**src/rtl/fifo_pkg.sv**
```systemverilog
// Shared definitions for the parametrised synchronous FIFO.
//   ptr_w(depth)  - read/write pointer width for a given depth
//   cnt_w(depth)  - occupancy counter width (must hold 0..depth)
//   FIFO_STD/FIFO_FWFT - read-mode selectors for the FWFT parameter
//   fifo_err_t    - sticky error flag pair
package fifo_pkg;

  localparam bit FIFO_STD  = 1'b0;
  localparam bit FIFO_FWFT = 1'b1;

  typedef struct packed {
    logic overrun;
    logic underrun;
  } fifo_err_t;

  function automatic int unsigned ptr_w(input int unsigned depth);
    return (depth <= 1) ? 1 : $clog2(depth);
  endfunction

  function automatic int unsigned cnt_w(input int unsigned depth);
    return $clog2(depth + 1);
  endfunction

endpackage

```
**src/rtl/sync_fifo_param_if.sv**
```systemverilog
// Producer/consumer-side bundle of the synchronous FIFO.
//   master : the user side (drives we/w_data/re/clr_err)
//   slave  : the FIFO side (drives read data, flags, count, errors)
interface sync_fifo_param_if #(
  parameter int unsigned DATA_WIDTH = 8,
  parameter int unsigned DEPTH      = 16
);
  logic                                 we;
  logic [DATA_WIDTH-1:0]                w_data;
  logic                                 re;
  logic [DATA_WIDTH-1:0]                r_data;
  logic                                 r_valid;
  logic                                 full;
  logic                                 empty;
  logic                                 almost_full;
  logic                                 almost_empty;
  logic [fifo_pkg::cnt_w(DEPTH)-1:0]    count;
  logic                                 overrun;
  logic                                 underrun;
  logic                                 clr_err;

  modport master (
    output we, w_data, re, clr_err,
    input  r_data, r_valid, full, empty, almost_full, almost_empty,
           count, overrun, underrun
  );

  modport slave (
    input  we, w_data, re, clr_err,
    output r_data, r_valid, full, empty, almost_full, almost_empty,
           count, overrun, underrun
  );
endinterface

```
**src/rtl/fifo_ram.sv**
```systemverilog
// DEPTH x DATA_WIDTH storage: synchronous write, asynchronous read.
//   clk   - write clock
//   we    - write enable, waddr/wdata - write port
//   raddr - read address, rdata - combinational read data
// Storage is intentionally not reset.
module fifo_ram
  import fifo_pkg::*;
#(
  parameter int unsigned DATA_WIDTH = 8,
  parameter int unsigned DEPTH      = 16
) (
  input  logic                      clk,
  input  logic                      we,
  input  logic [ptr_w(DEPTH)-1:0]   waddr,
  input  logic [DATA_WIDTH-1:0]     wdata,
  input  logic [ptr_w(DEPTH)-1:0]   raddr,
  output logic [DATA_WIDTH-1:0]     rdata
);
  logic [DATA_WIDTH-1:0] mem [DEPTH];

  always_ff @(posedge clk) begin
    if (we) mem[waddr] <= wdata;
  end

  assign rdata = mem[raddr];
endmodule

```
**src/rtl/sync_fifo_param.sv**
```systemverilog
// Parametrised synchronous FIFO with occupancy count, almost-full/empty
// thresholds, sticky overrun/underrun flags and selectable FWFT read mode.
//   clk - rising-edge clock
//   rst - asynchronous active-low reset
//   bus - slave side of sync_fifo_param_if (we/w_data/re/clr_err in;
//         r_data/r_valid/full/empty/almost_*/count/overrun/underrun out)
module sync_fifo_param
  import fifo_pkg::*;
#(
  parameter int unsigned DATA_WIDTH = 8,
  parameter int unsigned DEPTH      = 16,
  parameter int unsigned AF_THRESH  = 14,
  parameter int unsigned AE_THRESH  = 2,
  parameter bit          FWFT       = FIFO_STD
) (
  input  logic               clk,
  input  logic               rst,
  sync_fifo_param_if.slave   bus
);
  localparam int unsigned PW = ptr_w(DEPTH);
  localparam int unsigned CW = cnt_w(DEPTH);
  localparam logic [CW-1:0] DEPTH_C = CW'(DEPTH);
  localparam logic [CW-1:0] AF_C    = CW'(AF_THRESH);
  localparam logic [CW-1:0] AE_C    = CW'(AE_THRESH);

  if (DEPTH < 2 || (DEPTH & (DEPTH - 1)) != 0) begin : g_bad_depth
    $error("sync_fifo_param: DEPTH must be a power of two >= 2");
  end
  if (AF_THRESH < 1 || AF_THRESH > DEPTH) begin : g_bad_af
    $error("sync_fifo_param: AF_THRESH out of range 1..DEPTH");
  end
  if (AE_THRESH >= AF_THRESH) begin : g_bad_ae
    $error("sync_fifo_param: AE_THRESH must be below AF_THRESH");
  end

  logic [PW-1:0]         wp_q, wp_d, rp_q, rp_d;
  logic [CW-1:0]         cnt_q, cnt_d;
  logic [DATA_WIDTH-1:0] rdata_q, rdata_d;
  logic                  rvalid_q, rvalid_d;
  fifo_err_t             err_q, err_d;
  logic [DATA_WIDTH-1:0] ram_rdata;
  logic                  empty, full, rd_ok, wr_ok;

  fifo_ram #(
    .DATA_WIDTH (DATA_WIDTH),
    .DEPTH      (DEPTH)
  ) u_ram (
    .clk   (clk),
    .we    (wr_ok),
    .waddr (wp_q),
    .wdata (bus.w_data),
    .raddr (rp_q),
    .rdata (ram_rdata)
  );

  always_comb begin
    empty = (cnt_q == '0);
    full  = (cnt_q == DEPTH_C);
    rd_ok = bus.re && !empty;
    // A write into a full FIFO is still accepted when a read frees a slot
    // on the same edge.
    wr_ok = bus.we && (!full || rd_ok);

    wp_d     = wr_ok ? wp_q + PW'(1) : wp_q;
    rp_d     = rd_ok ? rp_q + PW'(1) : rp_q;
    cnt_d    = cnt_q;
    if (wr_ok && !rd_ok) cnt_d = cnt_q + CW'(1);
    if (rd_ok && !wr_ok) cnt_d = cnt_q - CW'(1);

    rdata_d  = rd_ok ? ram_rdata : rdata_q;
    rvalid_d = rd_ok;

    // Set takes priority over clear.
    err_d.overrun  = (err_q.overrun  && !bus.clr_err) || (bus.we && full && !rd_ok);
    err_d.underrun = (err_q.underrun && !bus.clr_err) || (bus.re && empty);
  end

  always_ff @(posedge clk or negedge rst) begin
    if (!rst) begin
      wp_q     <= '0;
      rp_q     <= '0;
      cnt_q    <= '0;
      rdata_q  <= '0;
      rvalid_q <= 1'b0;
      err_q    <= '0;
    end else begin
      wp_q     <= wp_d;
      rp_q     <= rp_d;
      cnt_q    <= cnt_d;
      rdata_q  <= rdata_d;
      rvalid_q <= rvalid_d;
      err_q    <= err_d;
    end
  end

  assign bus.r_data       = (FWFT == FIFO_FWFT) ? ram_rdata : rdata_q;
  assign bus.r_valid      = (FWFT == FIFO_FWFT) ? !empty    : rvalid_q;
  assign bus.full         = full;
  assign bus.empty        = empty;
  assign bus.almost_full  = (cnt_q >= AF_C);
  assign bus.almost_empty = (cnt_q <= AE_C);
  assign bus.count        = cnt_q;
  assign bus.overrun      = err_q.overrun;
  assign bus.underrun     = err_q.underrun;
endmodule

```
**src/flat_wrapper.sv**
```systemverilog
// flat-port wrapper written by rule: the top's interface ports become plain ports
module sync_fifo_param_flat import fifo_pkg::*;
#(
  parameter int unsigned DATA_WIDTH = 8,
  parameter int unsigned DEPTH      = 16,
  parameter int unsigned AF_THRESH  = 14,
  parameter int unsigned AE_THRESH  = 2,
  parameter bit          FWFT       = FIFO_STD
)
  (clk, rst, bus_we, bus_w_data, bus_re, bus_clr_err, bus_r_data, bus_r_valid, bus_full, bus_empty, bus_almost_full, bus_almost_empty, bus_count, bus_overrun, bus_underrun);
  sync_fifo_param_if #(.DATA_WIDTH(DATA_WIDTH), .DEPTH(DEPTH)) bus_i ();
  input  logic clk;
  input  logic rst;
  input wire logic [$bits(bus_i.we)-1:0] bus_we;
  input wire logic [$bits(bus_i.w_data)-1:0] bus_w_data;
  input wire logic [$bits(bus_i.re)-1:0] bus_re;
  input wire logic [$bits(bus_i.clr_err)-1:0] bus_clr_err;
  output wire logic [$bits(bus_i.r_data)-1:0] bus_r_data;
  output wire logic [$bits(bus_i.r_valid)-1:0] bus_r_valid;
  output wire logic [$bits(bus_i.full)-1:0] bus_full;
  output wire logic [$bits(bus_i.empty)-1:0] bus_empty;
  output wire logic [$bits(bus_i.almost_full)-1:0] bus_almost_full;
  output wire logic [$bits(bus_i.almost_empty)-1:0] bus_almost_empty;
  output wire logic [$bits(bus_i.count)-1:0] bus_count;
  output wire logic [$bits(bus_i.overrun)-1:0] bus_overrun;
  output wire logic [$bits(bus_i.underrun)-1:0] bus_underrun;
  assign bus_i.we = bus_we;
  assign bus_i.w_data = bus_w_data;
  assign bus_i.re = bus_re;
  assign bus_i.clr_err = bus_clr_err;
  assign bus_r_data = bus_i.r_data;
  assign bus_r_valid = bus_i.r_valid;
  assign bus_full = bus_i.full;
  assign bus_empty = bus_i.empty;
  assign bus_almost_full = bus_i.almost_full;
  assign bus_almost_empty = bus_i.almost_empty;
  assign bus_count = bus_i.count;
  assign bus_overrun = bus_i.overrun;
  assign bus_underrun = bus_i.underrun;
  sync_fifo_param #(.DATA_WIDTH(DATA_WIDTH), .DEPTH(DEPTH), .AF_THRESH(AF_THRESH), .AE_THRESH(AE_THRESH), .FWFT(FWFT)) u_core (.clk(clk), .rst(rst), .bus(bus_i));
endmodule
```
**config.mk**
```make
export PLATFORM = sky130hd
export DESIGN_NAME = sync_fifo_param_flat
export DESIGN_NICKNAME = d
export VERILOG_FILES = /design/src/rtl/fifo_pkg.sv /design/src/rtl/sync_fifo_param_if.sv /design/src/rtl/fifo_ram.sv /design/src/rtl/sync_fifo_param.sv /design/src/flat_wrapper.sv
export SDC_FILE = /design/constraint.sdc
export NUM_CORES = 1
export LEC_CHECK = 0
export ABC_CLOCK_PERIOD_IN_PS = 3560
export BUFFER_PORTS_ARGS = -buffer_cell sky130_fd_sc_hd__buf_4
export CORE_ASPECT_RATIO = 1.1
export CORE_UTILIZATION = 55
export DETAILED_ROUTE_END_ITERATION = 12
export GPL_ROUTABILITY_DRIVEN = 0
export PLACE_DENSITY = 0.76
export SYNTH_ARGS = -nofsm -noshare
export SYNTH_HDL_FRONTEND = slang
export SYNTH_HIERARCHICAL = 1
export SYNTH_SLANG_ARGS = --single-unit
export TNS_END_PERCENT = 20
```
**constraint.sdc**
```tcl
create_clock -name clk -period 3.56 [get_ports clk]
set_clock_uncertainty 0.15 [all_clocks]
set_input_delay 0.356 -clock clk [delete_from_list [all_inputs] [get_ports clk]]
set_output_delay 0.356 -clock clk [all_outputs]
set_load 0.005 [all_outputs]
```
## Word-level counts from Yosys, hierarchy flattened

Memories as Yosys holds them, arrays and structs flattened. A register that Yosys moved wholly into a read port is not among the register bits.
Index checks and enable logic that the tools add are counted.

| operators by class | value |
|---|---|
| equality and inequality tests | 1 |
| add/subtract/negate cells | 4 |
| $lt $le $gt $ge | 2 |
| reduce and logical (&&, ||, !) cells | 20 |
| mux-type cells | 4 |

Operators with widths:

| kind | number |
|---|---|
| $mux 5 | 2 |
| $logic_and 1x1->1 | 9 |
| $add 4x1->4 const B | 2 |
| $logic_not 1->1 | 6 |
| $add 5x1->5 const B | 1 |
| $eq 5x5->1 const B | 1 |
| $ge 5x4->1 const B | 1 |
| $le 5x2->1 const B | 1 |
| $logic_not 5->1 | 1 |
| $sub 5x1->5 const B | 1 |
| $logic_or 1x1->1 | 3 |
| $mux 1 | 2 |
| $reduce_bool 2->1 | 1 |

| storage, ports and cells | value |
|---|---|
| memories kept | 1 |
| memory bits (writable) | 128 |
| logic and storage cells | 38 |
| input port bits | 13 |
| output and inout bits | 20 |
| bits in registers | 16 |

Memories:

| name | words | width | rd ports | clocked after Yosys merged registers in | wr ports | line | RTL |
|---|---|---|---|---|---|---|---|
| u_core.u_ram.mem | 16 | 8 | 1 | 1 | 1 | fifo_ram.sv:19 | `logic [DATA_WIDTH-1:0] mem [DEPTH];` |

## Logic depth before layout (Yosys ltp)

| depth | value |
|---|---|
| depth in word-level cells | 8 |
| mapped depth | 10 |
| depth with buffers taken out | 8 |

## Hierarchy

Netlist, hierarchy kept.

Modules (own cells, without submodules):

| module | area each (µm²) | instances | sequential area each (µm²) | cells each |
|---|---|---|---|---|
| fifo_ram | 4987.3 | 1 | 3843.7 | 221 |
| sync_fifo_param | 1226.2 | 1 | 600.6 | 127 |

## Worst setup path before layout

OpenSTA, ideal clock, no wires.

| path | value |
|---|---|
| kind | register to register |
| start | reg u_core.cnt_q[0] (netlist: u_core/bus.count[0]) |
| end | reg u_core.cnt_q[4] (netlist: u_core/bus.count[4]) |
| setup time | 0.145 ns |
| data required time | 3.265 ns |
| arrival time | 2.516 ns |
| slack | 0.749 ns |
| cell stages (with the launch flop) | 11 |
| clock period less this slack | 2.811 ns |
| path buffers | 2 |
| cells stage by stage | dfrtp_1 > buf_6 > or4_4 > o21ai_4 > buf_2 > nor2_1 > ha_1 > and3_1 > o21ai_0 > o22a_1 > o221ai_1 |

| on the way | value |
|---|---|
| word-level cells in the longest chain between the ends | 8 |
| elaborated cells between the ends (all ways) | 16 |
| classes of those cells | add/sub (2); eq/ne (1); mux (2); reduce/logical (11) |

Ends and longest elaborated chain:

| element | line | RTL |
|---|---|---|
| start: declaration | sync_fifo_param.sv:37 | `logic [CW-1:0] cnt_q, cnt_d;` |
| start signal: assignment | sync_fifo_param.sv:89 | `cnt_q <= cnt_d;` |
| parallel branches: the longest is 8 deep, another holds $add 5x1->5 | - |  |

Parallel ways; which one is timed is not known. The select of a mux whose other input is x is not followed.
A chain may end at the register's enable or synchronous reset.

## Worst setup path after layout

| path | value |
|---|---|
| start | reg u_core.cnt_q[1] (netlist: u_core/bus.count[1]) |
| end | mem u_core.u_ram.mem[2][7] (enable) |

| on the way | value |
|---|---|
| word-level cells in the longest chain between the ends | 7 |
| elaborated cells between the ends (all ways) | 9 |
| classes of those cells | eq/ne (1); mux (2); reduce/logical (6) |

Ends and longest elaborated chain:

| element | line | RTL |
|---|---|---|
| $logic_not 5->1 | sync_fifo_param.sv:57 | `empty = (cnt_q == '0);` |
| $logic_not 1->1 | sync_fifo_param.sv:59 | `rd_ok = bus.re && !empty;` |
| $logic_and 1x1->1 | sync_fifo_param.sv:59 |  |
| $logic_or 1x1->1 (*) | sync_fifo_param.sv:62 | `wr_ok = bus.we && (!full \|\| rd_ok);` |
| $logic_and 1x1->1 (*) | sync_fifo_param.sv:62 |  |
| named net u_core.wr_ok | sync_fifo_param.sv:42 | `logic empty, full, rd_ok, wr_ok;` |
| $mux 1 (*) | fifo_ram.sv:22 | `if (we) mem[waddr] <= wdata;` |
| $mux 1 (not written as such) (*) | fifo_ram.sv:22 |  |
| end: declaration | fifo_ram.sv:19 |  |

The timed path passes the listed nets; every way through them passes the cells marked *.

==> metrics.cfg <==
[status]
outcome=completed

[clocking]
clockRootBuffer=clkbuf_16
path_clk_slew_ps=60
clock_latency_ps=420
cts_buffer_depth=2
cts_setup_buffers=0
cts_resized=0
cts_sinks=152
cts_tree=done
htree_levels=4
numCtsBuffers=17
holdBufCountCts=2

[die]
die_y_um=113
floorplan.core_area_sq_um=11000
io_pins=33
num_rows=40
start_util=0.567
die_x_um=103
die_area_sq_um=11700

[power]
comb_power_share=0.266
power_frac_clock=0.315
irDropWorstVdd_v=0.000405
switchingPower_mw=1.75
switching_share=0.297
p_seq_frac=0.420
p_per_area_nw_per_um2=819
intPower_mw=4.16
p_leak_nw=2.58

[timing]
finalCritPeriodShare=0.806
hold_violations=0
setup-violations-final=0
period_needed_ps=2870
max_freq_mhz=348
finalSetupTns_ps=0
slew_viol_final=0
slew_headroom=0.432
rsz0062_at_grt=no
tightest_slew_ps=849

[logic_synthesis]
synth.area.top_cells=edfxtp_1, dfrtp_1, mux4_2, mux4_1, nand2_1
synthXorXnorAreaFrac=0.0113
syn_area_per_cell_sq_um=17.9
synth_area_sq_um=6210
synthCells=348
synth_simple_gate_area_frac=0.0632
synth-seq-cells=152
yosysSeqAreaShare=0.715
synthMuxAreaShare=0.129
synth_fp_nets=365
synth_top_family_by_area=multiplexers
synth_top_area_frac=0.619
ys.flop_type=edfxtp_1
synth_edf_count=128
yosys.area.top_type=edfxtp_1
synthAdderAreaFrac=0.00805
synthDistinctLibCells=48
synth_compound_area_frac=0.0475
synth_warnings=6
ys_async_sr_fraction=0.158

[routing]
via_per_inst=5.96
drc=0
drt-total-wl_um=11800
routedWlPerCell_um=21.4
final_antenna_net_count=0
vias=3282
dr.pass1.iters=5
drtIter0Drc=313

[grt]
grt_max_degree=36
grt_pass1_vias=3155
antenna_found_initial=0
grt_pass1_wl_um=18200
gr-usage-all-layers=0.222
grt-ovfl-total=0

[layout]
final_common_cell=edfxtp_1
diodes=0
nets=408
drive_above_1_share=0.245
final_cell_mix=edfxtp_1, nand2_1, buf_4, dfrtp_1, nor2_1
nFillCells=729
syn2layout_area_growth_pct=16.2
final_area_sq_um=7220
final_util=0.659

[placement]
placed_area_sq_um=6570
numPortBuffers=32
dpl.hpwl_um=7570

[hold_path]
hold_class=in2reg

[worst_setup_path]
end_kind=flip-flop
arrival_ps=2770
path_class=reg2reg
reg2reg_slack_ps=690
critPathMaxFanout=12
cp-start-kind=flip-flop
cp.required_ps=3460

[flow_run]
max-cap-violations=0

[final cells by class]
cell class / count / area, sq um / share of cell area
clock inverter: 15 / 201 / 0.0279
clock buffer: 17 / 425 / 0.0589
multi-input combinational: 173 / 1610 / 0.223
timing repair buffer: 42 / 333 / 0.0461
inverter: 5 / 18.8 / 0.00260
tap: 147 / 184 / 0.0255
sequential: 152 / 4450 / 0.616
[kinds of logic after synthesis]
logic type,Yosys count
fa+ha+maj,4
mux,35
buf+inv,23
simple gates,88
flops,152
compound gates,38
xor+xnor,8
[Yosys cell counts, drive strengths merged, types with 4 or more instances]
library cell and n:
a22oi 16, nand2 46, buf 12, nor3 5, o21ai 4, ha 4
mux4 32, xnor2 5, a21oi 4, nor2 19, inv 5, edfxtp 128
dfrtp 24
[metrics by stage]
step	setup WS [ps]	std cells	hold WS, ps	power (mW)
final	689	551	90.5	5.91
after global routing	548	551	103	6.19
after CTS	705	551	87.4	5.94
after detailed placement	733	517	124	4.07
after global placement	909	517	122	4.02
after floorplan	749	348	-89.6	3.56
[per-layer routing]
metal / wire length [um] / vias to the layer above / global-route usage
met5: 0 / - / 0
met4: 263 / 0 / 0.0854
met3: 771 / 21 / 0.0404
met2: 5920 / 144 / 0.352
met1: 4850 / 1653 / 0.309
li1: - / 1464 / -
[critical path: stages, from the launching register on]
cell and delay (ps):
dfrtp_1 570, nor4_1 160, nand2_1 160, o21a_1 330
or3b_2 530, nor2_1 590
[state kept, by name, summed over array words and instances, names as in the netlist]
register	flops
u_core/u_ram/mem	128
u_core/bus.r_data	8
u_core/bus.count	5
u_core/rp_q	4
u_core/wp_q	4
u_core/bus.overrun	1
u_core/bus.r_valid	1
u_core/bus.underrun	1
[power groups by stage]
stage               logic [mW]  clock network [mW]  registers, mW
finish                    1.57                1.86           2.48
CTS                       1.58                1.89           2.48
detailed placement        1.56                   0           2.51
global route              1.70                1.97           2.52
global placement          1.53                   0           2.49
floorplan                 1.18                   0           2.39
[worst paths after layout]
kind | startpoint | endpoint | cells past startpoint
worst min register to register | u_core/bus.r_data[1]$_DFFE_PN0N_ | u_core/bus.r_data[1]$_DFFE_PN0N_ | 2
max in group asynchronous | rst | u_core/rp_q[0]$_DFFE_PN0N_ | 2
worst max register to register | u_core/bus.count[1]$_DFFE_PN0P_ | u_core/u_ram/mem[2][7]$_DFFE_PP_ | 5
min in group asynchronous | rst | u_core/bus.count[4]$_DFFE_PN0P_ | 2
worst min-delay path | bus_re | u_core/bus.overrun$_DFF_PN0_ | 2
worst max-delay path | u_core/bus.count[1]$_DFFE_PN0P_ | u_core/u_ram/mem[2][7]$_DFFE_PP_ | 5
Power figures use the tool's default switching activity.
